===== config.mk =====
export PLATFORM = sky130hd
export DESIGN_NAME = pulpissimo_reset_sequencer
export DESIGN_NICKNAME = d
export VERILOG_FILES = /design/src/rtl/pulpissimo_reset_sequencer.sv
export SDC_FILE = /design/constraint.sdc
export NUM_CORES = 1
export LEC_CHECK = 0
export ABC_CLOCK_PERIOD_IN_PS = 2800
export BUFFER_PORTS_ARGS = -buffer_cell sky130_fd_sc_hd__buf_2
export CAP_MARGIN = 30
export CORE_AREA = 2 2 62 64
export CTS_CLUSTER_DIAMETER = 150
export DETAILED_ROUTE_END_ITERATION = 8
export DIE_AREA = 0 0 64 66
export PLACE_DENSITY = 0.72
export SYNTH_ARGS = -nofsm -noshare
export SYNTH_HDL_FRONTEND = slang
export SYNTH_SLANG_ARGS = --single-unit

===== constraint.sdc =====
create_clock -name ref_clk -period 2.8 [get_ports ref_clk]
set_input_delay 0.14 -clock ref_clk [delete_from_list [all_inputs] [get_ports ref_clk]]
set_output_delay 0.14 -clock ref_clk [all_outputs]
set_load 0.02 [all_outputs]

===== src/rtl/pulpissimo_reset_sequencer.sv =====
// Sequenced SoC / JTAG-TRST reset generator for the PULPissimo FPGA top, ref_clk domain.
// Optional debounced user reset button: define PULPISSIMO_RSTSEQ_BTN_RESET_EN.
module pulpissimo_reset_sequencer #(
    parameter int unsigned LOCK_SYNC_STAGES  = 2,
    parameter int unsigned POR_HOLD_CYCLES   = 1024,
    parameter int unsigned TRST_DELAY_CYCLES = 16,
    parameter int unsigned SW_PULSE_CYCLES   = 64,
    parameter int unsigned DEBOUNCE_CYCLES   = 65536,
    parameter int unsigned CNT_W             = 20
) (
    input  logic       ref_clk,
    input  logic       pad_reset,
    input  logic       clk_locked_i,
    input  logic       sw_rst_req_i,
    output logic       sw_rst_ack_o,
    input  logic       btn_rst_i,
    output logic       soc_rst_n_o,
    output logic       jtag_trst_n_o,
    output logic [2:0] state_o
);

    typedef enum logic [2:0] {
        ST_RESET     = 3'd0,
        ST_WAIT_LOCK = 3'd1,
        ST_HOLD      = 3'd2,
        ST_REL_SOC   = 3'd3,
        ST_RUN       = 3'd4,
        ST_SW_RST    = 3'd5
    } state_e;

    localparam longint unsigned CNT_RANGE = 64'd1 << CNT_W;

    if (LOCK_SYNC_STAGES < 2) begin : g_err_sync
        $error("LOCK_SYNC_STAGES must be at least 2");
    end
    if (POR_HOLD_CYCLES < 1 || longint'(POR_HOLD_CYCLES) > CNT_RANGE) begin : g_err_por
        $error("POR_HOLD_CYCLES out of range for CNT_W");
    end
    if (TRST_DELAY_CYCLES < 1 || longint'(TRST_DELAY_CYCLES) > CNT_RANGE) begin : g_err_trst
        $error("TRST_DELAY_CYCLES out of range for CNT_W");
    end
    if (SW_PULSE_CYCLES < 1 || longint'(SW_PULSE_CYCLES) > CNT_RANGE) begin : g_err_sw
        $error("SW_PULSE_CYCLES out of range for CNT_W");
    end
    if (DEBOUNCE_CYCLES < 1 || longint'(DEBOUNCE_CYCLES) > CNT_RANGE) begin : g_err_db
        $error("DEBOUNCE_CYCLES out of range for CNT_W");
    end

    localparam logic [CNT_W-1:0] HOLD_LAST = CNT_W'(POR_HOLD_CYCLES - 1);
    localparam logic [CNT_W-1:0] TRST_LAST = CNT_W'(TRST_DELAY_CYCLES - 1);
    localparam logic [CNT_W-1:0] SW_LAST   = CNT_W'(SW_PULSE_CYCLES - 1);

    state_e                      state_q, state_d;
    logic [CNT_W-1:0]            cnt_q, cnt_d;
    logic                        armed_q, armed_d;
    logic                        soc_rst_n_q, soc_rst_n_d;
    logic                        trst_n_q, trst_n_d;
    logic                        ack_q, ack_d;
    logic [LOCK_SYNC_STAGES-1:0] lock_sync_q;
    logic                        lock_ok;
    logic                        btn_rise;

    assign lock_ok = lock_sync_q[LOCK_SYNC_STAGES-1];

`ifdef PULPISSIMO_RSTSEQ_BTN_RESET_EN
    logic [1:0]       btn_sync_q;
    logic             btn_db_q, btn_db_d;
    logic [CNT_W-1:0] db_cnt_q, db_cnt_d;

    // The debounced level flips only after DEBOUNCE_CYCLES consecutive opposite samples.
    always_comb begin
        btn_db_d = btn_db_q;
        db_cnt_d = '0;
        if (btn_sync_q[1] != btn_db_q) begin
            if (db_cnt_q == CNT_W'(DEBOUNCE_CYCLES - 1)) begin
                btn_db_d = btn_sync_q[1];
            end else begin
                db_cnt_d = db_cnt_q + CNT_W'(1);
            end
        end
    end

    always_ff @(posedge ref_clk or posedge pad_reset) begin
        if (pad_reset) begin
            btn_sync_q <= '0;
            btn_db_q   <= 1'b0;
            db_cnt_q   <= '0;
        end else begin
            btn_sync_q <= {btn_sync_q[0], btn_rst_i};
            btn_db_q   <= btn_db_d;
            db_cnt_q   <= db_cnt_d;
        end
    end

    assign btn_rise = btn_db_d & ~btn_db_q;
`else
    logic unused_btn;
    assign unused_btn = btn_rst_i;
    assign btn_rise   = 1'b0;
`endif

    // NOTE: state is updated with non-blocking assignments only; all decode lives in always_comb.
    always_ff @(posedge ref_clk or posedge pad_reset) begin
        if (pad_reset) begin
            state_q     <= ST_RESET;
            cnt_q       <= '0;
            armed_q     <= 1'b1;
            soc_rst_n_q <= 1'b0;
            trst_n_q    <= 1'b0;
            ack_q       <= 1'b0;
            lock_sync_q <= '0;
        end else begin
            state_q     <= state_d;
            cnt_q       <= cnt_d;
            armed_q     <= armed_d;
            soc_rst_n_q <= soc_rst_n_d;
            trst_n_q    <= trst_n_d;
            ack_q       <= ack_d;
            lock_sync_q <= {lock_sync_q[LOCK_SYNC_STAGES-2:0], clk_locked_i};
        end
    end

    // Priority: button cold reset, then lock loss, then count expiry / warm request.
    always_comb begin
        state_d = state_q;
        cnt_d   = '0;
        case (state_q)
            ST_RESET:     state_d = ST_WAIT_LOCK;
            ST_WAIT_LOCK: if (lock_ok) state_d = ST_HOLD;
            ST_HOLD: begin
                if (!lock_ok)                state_d = ST_WAIT_LOCK;
                else if (cnt_q == HOLD_LAST) state_d = ST_REL_SOC;
                else                         cnt_d   = cnt_q + CNT_W'(1);
            end
            ST_REL_SOC: begin
                if (!lock_ok)                state_d = ST_WAIT_LOCK;
                else if (cnt_q == TRST_LAST) state_d = ST_RUN;
                else                         cnt_d   = cnt_q + CNT_W'(1);
            end
            ST_RUN: begin
                if (!lock_ok)                     state_d = ST_WAIT_LOCK;
                else if (sw_rst_req_i && armed_q) state_d = ST_SW_RST;
            end
            ST_SW_RST: begin
                if (!lock_ok)              state_d = ST_WAIT_LOCK;
                else if (cnt_q == SW_LAST) state_d = ST_RUN;
                else                       cnt_d   = cnt_q + CNT_W'(1);
            end
            default:      state_d = ST_RESET;
        endcase
        if (btn_rise && state_q != ST_RESET) begin
            state_d = ST_WAIT_LOCK;
            cnt_d   = '0;
        end
    end

    always_comb begin
        armed_d = armed_q;
        if (state_q == ST_RESET || !sw_rst_req_i) begin
            armed_d = 1'b1;
        end else if (state_q == ST_RUN && state_d == ST_SW_RST) begin
            armed_d = 1'b0;
        end
    end

    // Outputs are decoded from the next state so their edges coincide with state entry.
    always_comb begin
        soc_rst_n_d = (state_d == ST_REL_SOC) || (state_d == ST_RUN);
        trst_n_d    = (state_d == ST_RUN) || (state_d == ST_SW_RST);
        ack_d       = (state_q == ST_RUN) && (state_d == ST_SW_RST);
    end

    assign soc_rst_n_o   = soc_rst_n_q;
    assign jtag_trst_n_o = trst_n_q;
    assign sw_rst_ack_o  = ack_q;
    assign state_o       = state_q;

endmodule

==> Word-level counts from Yosys, hierarchy flattened <==
Index checks and enable logic that the tools add are counted.
{ "totals": {"regBits": 29, "input_bits": 5, "out_inout_bits": 6} }
{ "classes": {"n_addsub": 1, "n_eq_ne": 11, "muxes": 19, "n_reduce_logical": 8} }
{ "op_table": {"columns": ["cell", "n"], "rows": [
  ["20-bit two-way mux", 6],
  ["20-bit one-hot mux with 3 select lines", 1],
  ["3-bit two-way mux", 9],
  ["20-bit by 1-bit adder with 20-bit output, second input constant", 1],
  ["20-bit by 10-bit == test with 1-bit output, second input constant", 1],
  ["20-bit by 4-bit == test with 1-bit output, second input constant", 1],
  ["20-bit by 6-bit == test with 1-bit output, second input constant", 1],
  ["3-bit one-hot mux with 6 select lines", 1],
  ["3-bit == test, second input constant", 4],
  ["3-bit by 2-bit == test with 1-bit output, second input constant", 3],
  ["3-bit by 1-bit == test with 1-bit output, second input constant", 1],
  ["3-bit zero test", 1],
  ["1-bit logical OR", 3],
  ["1-bit logical AND", 2],
  ["1-bit two-way mux", 2],
  ["2-bit nonzero test", 1],
  ["1-bit zero test", 1]
]} }

==> Logic depth before layout (Yosys ltp) <==
Gate-level depths: netlist (run 1).
{ "logic_depth": {"ltp_word": 8, "depth_mapped": 8, "ltp_nobuf": 6} }

==> Worst setup path after synthesis (run 1) <==
Ideal clock, no wire load.
{ "synth_timing": {"path_type": "reg-to-reg", "start": "reg cnt_q[0]", "end": "reg cnt_q[1]", "setup_time_ns": 0.073, "t_arrival_ns": 1.682, "setup_slack_ns": 1.045, "stages_incl_launch_ff": 9, "n_path_buf": 2, "period_less_slack_ns": 1.755, "path_cell_list": "dfrtp_1 > ha_1 > and3_1 > buf_6 > nand4_4 > o21ai_2 > o32a_2 > buf_6 > nor2b_1"} }
{ "synth_via": {"elab_chain_len": 4, "elab_cells_between_ends": 11, "cone_classes": "1 x add/sub; 3 x eq/ne; 7 x mux"} }
{ "synth_lines": {"columns": ["element", "line", "rtl"], "rows": [
  ["from (decl)", "54", "logic [CNT_W-1:0] cnt_q, cnt_d;"],
  ["from (signal assigned)", "114", "cnt_q <= cnt_d;"],
  ["20-bit by 1-bit adder with 20-bit output, or another cell as far along", "133, 138, 147", null],
  ["20-bit two-way mux, on equally long branches", "146, 132, 137", null],
  ["20-bit two-way mux, on equally long branches", "145, 131, 136", null],
  ["20-bit one-hot mux with 3 select lines (*)", "127", "case (state_q)"],
  ["via cnt_d[1]", "54", null]
]} }
Mark *: on every way through the listed nets, which the timed path passes. The rest lies on a longest branch.
A chain may end at the register's enable or synchronous reset.

==> Worst setup path after layout (run 1) <==
{ "layout_timing": {"start": "reg cnt_q[0]", "end": "reg cnt_q[6]"} }
The elaborated chain is that of the path after synthesis.

==> results.sh, run 1 <==
export IMPL_ys_warnings_count=0
export IMPL_yosys_most_used_dff="dfrtp_1"
export IMPL_die_area_um2=4220
export IMPL_synthTopCellsByCount="dfrtp_1, nor2_1, nand2_1, nand3_1, xnor2_1"
export IMPL_power_switching_mw=0.232
export IMPL_max_freq_mhz=502
export IMPL_core_um2=3550
export IMPL_track_usage=0.154
export IMPL_drt_total_wl_um=2680
export IMPL_worstPathRequired_ns=3.00
export IMPL_final_hold_viol_count=0
export IMPL_cts_sinks=29
export IMPL_p_sw_frac=0.250
export IMPL_grt_max_degree=21
export IMPL_hold_start="sw_rst_req_i"
export IMPL_ys_seq_area_frac=0.472
export IMPL_nets=165
export IMPL_syn_to_final_growth_pct=10.7
export IMPL_synth_seq_cells=29
export IMPL_clk_latency_ns=0.34
export IMPL_yosys_top_cells_area="dfrtp_1, nor2_1, xnor2_1"
export IMPL_r2r_start="cnt_q[0]"
export IMPL_path_clk_slew_ns=0.09
export IMPL_maxSlewViolCount=0
export IMPL_drive_gt1_frac=0.194
export IMPL_cts_tree="done"
export IMPL_cts_max_path_buffers=2
export IMPL_grt_pass1_vias=1105
export IMPL_rrSetupSlack_ns=0.81
export IMPL_finalCriticalPeriod_ns=1.99
export IMPL_synth_cells=149
export IMPL_synth_net_count=155
export IMPL_h_tree_depth=2
export IMPL_clock_root_buffer="clkbuf_4"
export IMPL_peakVddDrop_v=0.000253
export IMPL_combPwrFrac=0.120
export IMPL_avgSynthCellArea_um2=10.3
export IMPL_crit_path_top_delay_cell="dfrtp_1"
export IMPL_hpwl_um=1930
export IMPL_hold_path_depth=2
export IMPL_slew_headroom=0.624
export IMPL_rsz0062_at_grt="false"
export IMPL_detail_route_antenna_nets=0
export IMPL_firstDrtPassIters=4
export IMPL_crit_path_max_fanout=20
export IMPL_die_width_um=64
export IMPL_start_util=0.434
export IMPL_drt_iter0_markers=111
export IMPL_run_status="complete, no violations"
export IMPL_syn_area_um2=1540
export IMPL_synth_edf_count=0
export IMPL_p_leak_nw=0.702
export IMPL_critPathMaxStageDelay_ns=0.40
export IMPL_p_per_area_nw_per_um2=545
export IMPL_setup_violations_final=0
export IMPL_dp_cells=198
export IMPL_power_frac_seq=0.496
export IMPL_antenna_cells=0
export IMPL_critPathKind="reg -> reg"
export IMPL_antenna_found_initial=0
export IMPL_clock_power_share=0.384
export IMPL_cts_hold_buf=2
export IMPL_min_to="armed_q"
export IMPL_grt_ovfl_total=0
export IMPL_final_util=0.481
export IMPL_critPathArrivalTime_ns=2.20
export IMPL_synthArstFlopShare=1.00
export IMPL_stdcell_count=208
export IMPL_die_h_um=66
export IMPL_period_share=0.712
export IMPL_gp_congestion=0.825
export IMPL_drc=0
export IMPL_cts_resized_gates=0
export IMPL_worstReg2RegEnd="cnt_q[6]"
export IMPL_skew_ns=0.0101
export IMPL_pin_count=11
export IMPL_worstMarginPinSlew_ns=0.564
export IMPL_fp_row_count=22
export IMPL_setup_tns_final_ns=0
export IMPL_r2r_cells=6
export IMPL_grt_pass1_wl_um=4910
export IMPL_hp_class="in -> reg"
export IMPL_cts_inserted_buffers=5
export IMPL_startpoint_type="flop"
export IMPL_max_cap_violations=0
export IMPL_synth_largest_area_cell="dfrtp_1"
export IMPL_cp_end_kind="flop"
export IMPL_crit_chain="ha_1 -> and3_1 -> nand4_4 -> o21ai_2 -> o32a_2 -> nor2_1"
export IMPL_p_int_mw=0.697
export IMPL_ys_types=40
export IMPL_vias=1076
export IMPL_via_per_inst=5.17
export IMPL_port_buffers=9
export IMPL_holdWs_ns=0.0229
export IMPL_wl_per_cell_um=12.9
export IMPL_post_cts_setup_buffers=0
export IMPL_synth_top_area_share=0.455
[cells by family (layout without fill, tap and decap cells)]
| kind of cell | Yosys count | after routing | synth area share |
|---|---|---|---|
| adders and majority gates | 1 | 1 | 0.00812 |
| DFF | 29 | 29 | 0.472 |
| muxes | 1 | 1 | 0.00974 |
| xor gates and xnor gates | 18 | 18 | 0.102 |
| AOI/OAI and AO/OA | 13 | 13 | 0.0649 |
| buffers and inverters | 10 | 21 | 0.0495 |
| and+or+nand+nor | 77 | 77 | 0.294 |
[sequential cells by signal (all words and copies together), names as in the netlist]
name and count:
lock_sync_q 2, cnt_q 20, armed_q 1, soc_rst_n_o 1, sw_rst_ack_o 1, state_o 3, jtag_trst_n_o 1
[cells in the final DEF, fill, tap and decap left out, types with 2 or more instances in the layout]
| cell | synthesis | routed |
|---|---|---|
| a21boi_0 | 2 | 2 |
| nand3_1 | 11 | 11 |
| nor3_1 | 3 | 3 |
| nand2_1 | 11 | 11 |
| nor4_4 | 2 | 2 |
| a21oi_1 | 2 | 2 |
| nor2b_1 | 2 | 2 |
| dlygate4sd3_1 | 0 | 2 |
| and4_1 | 2 | 2 |
| nand4_1 | 2 | 2 |
| o21ai_2 | 2 | 2 |
| nor2_1 | 28 | 28 |
| xnor2_1 | 10 | 10 |
| xor2_1 | 8 | 8 |
| dfrtp_1 | 28 | 28 |
| and2_1 | 3 | 3 |
| and3_1 | 2 | 2 |
| clkbuf_4 | 0 | 5 |
| o21a_1 | 2 | 2 |
| buf_2 | 0 | 9 |
| nor4b_2 | 2 | 2 |
[worst max path at each step]
stage / from / to / slack, ns / cells past startpoint
finish: cnt_q[0] / cnt_q[6] / 0.81 / 6
CTS: cnt_q[0] / cnt_q[6] / 0.80 / 6
global route: cnt_q[0] / cnt_q[6] / 0.60 / 6
global placement: cnt_q[0] / cnt_q[11] / 0.87 / 6
detailed placement: cnt_q[0] / cnt_q[14] / 0.80 / 6
floorplan: cnt_q[0] / cnt_q[1] / 1.05 / 8
[power by group through the flow]
| stage | sequential [mW] | combinational (mW) | clock, mW |
|---|---|---|---|
| floorplan | 0.464 | 0.0980 | 0 |
| global placement | 0.468 | 0.103 | 0 |
| detailed placement | 0.470 | 0.111 | 0 |
| CTS | 0.461 | 0.114 | 0.366 |
| global route | 0.465 | 0.124 | 0.387 |
| finish | 0.461 | 0.112 | 0.357 |
[per-stage QoR]
step	worst slack (ns)	instance area, um^2	power, mW
floorplan	1.05	1540	0.562
global placement	0.868	1570	0.571
detailed placement	0.798	1600	0.581
CTS	0.795	1710	0.941
global route	0.596	1710	0.976
finish	0.808	1710	0.929
[critical path, delay by kind of cell (launching register included)]
| family | cells | cell delay (ns) |
|---|---|---|
| DFF | 1 | 0.40 |
| and+or+nand+nor | 3 | 0.65 |
| adders and majority gates | 1 | 0.21 |
| AOI/OAI and AO/OA | 2 | 0.60 |
[layout make-up]
cell class / instances / area [um^2]
sequential: 29 / 727
clock buffer: 7 / 55.1
tap: 48 / 60.1
inverter: 1 / 3.75
clock inverter: 1 / 30.0
timing repair buffer: 12 / 92.6
multi-input combinational: 110 / 738
fill: 336 / 1840
[layer usage]
metal,track usage,vias to the layer above,share of wire
met3,0.0562,5,0.044
met1,0.185,522,0.46
met2,0.253,20,0.47
met4,0.0571,0,0.018
li1,-,529,-
met5,0,-,0
(Power assumes the default switching activity.)
==> inputs of run 2 (changes only) <==
--- a/config.mk
+++ b/config.mk
@@ -5,14 +5,14 @@
 export SDC_FILE = /design/constraint.sdc
 export NUM_CORES = 1
 export LEC_CHECK = 0
-export ABC_CLOCK_PERIOD_IN_PS = 2800
+export ABC_CLOCK_PERIOD_IN_PS = 1700
 export BUFFER_PORTS_ARGS = -buffer_cell sky130_fd_sc_hd__buf_2
 export CAP_MARGIN = 30
 export CORE_AREA = 2 2 62 64
 export CTS_CLUSTER_DIAMETER = 150
 export DETAILED_ROUTE_END_ITERATION = 8
 export DIE_AREA = 0 0 64 66
-export PLACE_DENSITY = 0.72
+export PLACE_DENSITY = 0.74
 export SYNTH_ARGS = -nofsm -noshare
 export SYNTH_HDL_FRONTEND = slang
 export SYNTH_SLANG_ARGS = --single-unit
==> constraint.sdc (replaced) <==
create_clock -name ref_clk -period 1.7 [get_ports ref_clk]
set_input_delay 0.085 -clock ref_clk [delete_from_list [all_inputs] [get_ports ref_clk]]
set_output_delay 0.085 -clock ref_clk [all_outputs]
set_load 0.02 [all_outputs]
==> run 2 against run 1 <==
  * The flow now finishes with violations (setup timing)
  * Largest cell class unchanged
  * Sequential power up 64%
  * Utilization increased by 3.7 points
  * Largest power group unchanged
  * Cell count increased by 7.2%
  * Critical path depth is the same
  * Clock power grew 12%
  * Clock-buffer cell count fell by 1
==> results.sh, run 2 (same netlist as run 1, synthesis figures left out) <==
export IMPL_run_status="finished, violations left"
export IMPL_violations="setup timing"
export IMPL_route_met2_wl_um=1620
export IMPL_grt_pass1_wl_um=5510
export IMPL_setup_violations_final=2
export IMPL_cts_max_path_buffers=2
export IMPL_core_um2=3550
export IMPL_final_common_cell="nor2_1"
export IMPL_grt_max_degree=30
export IMPL_max_freq_mhz=586
export IMPL_detail_route_antenna_nets=0
export IMPL_rsz0062_at_grt="true"
export IMPL_grt_pass1_vias=1236
export IMPL_r2r_cells=6
export IMPL_die_width_um=64
export IMPL_startpoint_type="flop"
export IMPL_stdcell_area_um2=1840
export IMPL_worstMarginPinSlew_ns=0.404
export IMPL_maxSlewViolCount=0
export IMPL_period_share=1.00
export IMPL_die_h_um=66
export IMPL_p_per_area_nw_per_um2=750
export IMPL_cts_inserted_buffers=5
export IMPL_drt_total_wl_um=3200
export IMPL_final_cell_mix="nor2_1, dfrtp_1, buf_4"
export IMPL_finalCriticalPeriod_ns=1.71
export IMPL_regMostFlops="cnt_q"
export IMPL_track_usage=0.172
export IMPL_nets=180
export IMPL_drc=0
export IMPL_final_util=0.518
export IMPL_hpwl_um=2060
export IMPL_place_area_um2=1670
export IMPL_critPathKind="reg -> reg"
export IMPL_vias=1190
export IMPL_wl_met1_um=1380
export IMPL_h_tree_depth=2
export IMPL_power_mw=1.38
export IMPL_firstDrtPassIters=4
export IMPL_antenna_found_initial=0
export IMPL_cts_sinks=29
export IMPL_fp_row_count=22
export IMPL_gp_congestion=0.837
export IMPL_critPathArrivalTime_ns=1.96
export IMPL_grt_ovfl_total=0
export IMPL_cp_end_kind="flop"
export IMPL_clk_latency_ns=0.33
export IMPL_pin_count=11
export IMPL_crit_path_max_fanout=10
export IMPL_rrSetupSlack_ns=-0.005
export IMPL_setup_ws_ns=-0.00546
export IMPL_place_ws_ns=-0.0933
export IMPL_clock_root_buffer="clkbuf_4"
export IMPL_worstReg2RegEnd="cnt_q[3]"
export IMPL_cts_tree="done"
export IMPL_port_buffers=9
export IMPL_setup_tns_final_ns=-0.00679
export IMPL_final_hold_viol_count=0
export IMPL_start_util=0.434
export IMPL_drt_iter0_markers=76
export IMPL_hp_class="in -> async"
export IMPL_slew_headroom=0.731
export IMPL_die_area_um2=4220
export IMPL_wl_met3_um=138
export IMPL_drive_gt1_frac=0.297
export IMPL_routed_top_layer="met4"
export IMPL_antenna_cells=0
export IMPL_wl_per_cell_um=14.4
export IMPL_skew_ns=0.00714
export IMPL_max_cap_violations=0
export IMPL_p_leak_nw=0.767
export IMPL_largest_reg_flops=20
export IMPL_peakVddDrop_v=0.000380
export IMPL_syn_to_final_growth_pct=19.2
export IMPL_r2r_start="cnt_q[1]"
export IMPL_path_clk_slew_ns=0.09
export IMPL_via_per_inst=5.34
export IMPL_worstPathRequired_ns=1.95
[run 2: worst max-delay path, stage by stage (launching register included)]
cell	delay, ns
dfrtp_1	0.41
ha_2	0.19
and3_4	0.19
nand4_4	0.13
o21ai_4	0.09
o32a_4	0.47
nor2_1	0.14
[run 2: worst max-delay path by stage]
stage	to	start	depth (start not counted)
detailed placement	cnt_q[18]	cnt_q[15]	5
global route	cnt_q[3]	cnt_q[1]	6
floorplan	cnt_q[1]	cnt_q[0]	8
global placement	cnt_q[2]	cnt_q[11]	5
finish	cnt_q[3]	cnt_q[1]	6
CTS	soc_rst_n_o	cnt_q[15]	5
[run 2: layer usage]
layer  global-route usage  vias to the layer above
met5                    0                        -
met4               0.0761                        0
met3               0.0528                        8
met2                0.290                       25
met1                0.202                      594
li1                     -                      563
[run 2: layout make-up]
cell class,instances,area (um^2)
Fill cell,327,1710
Multi-Input combinational cell,111,815
Sequential cell,29,728
Timing Repair Buffer,26,180
Tap cell,48,60.1
Clock buffer,6,41.3
Clock inverter,2,10.0
Inverter,1,3.75
[run 2: power breakdown]
part	internal (mW)	total, mW	switching [mW]
Clock	0.157	0.401	0.244
Combinational	0.0970	0.221	0.124
Sequential	0.715	0.758	0.0427
Total	0.970	1.38	0.410
[run 2: metrics by stage]
| step | hold slack, ns | instances |
|---|---|---|
| 2_1_floorplan | 0.116 | 149 |
| 5_1_grt | 0.366 | 223 |
| 3_5_place_dp | 0.176 | 209 |
| 3_3_place_gp | 0.173 | 209 |
| 6_report | 0.354 | 223 |
| 4_1_cts | 0.364 | 220 |
[run 2: what timing repair did]
item,in CTS,in global routing
setup buffers,0,2
cloned,0,1
pin swaps,0,4
setup endpoints to repair,20,25
endpoints found under the hold margin,30,0
gates resized for setup,1,8
hold buffers,3,0
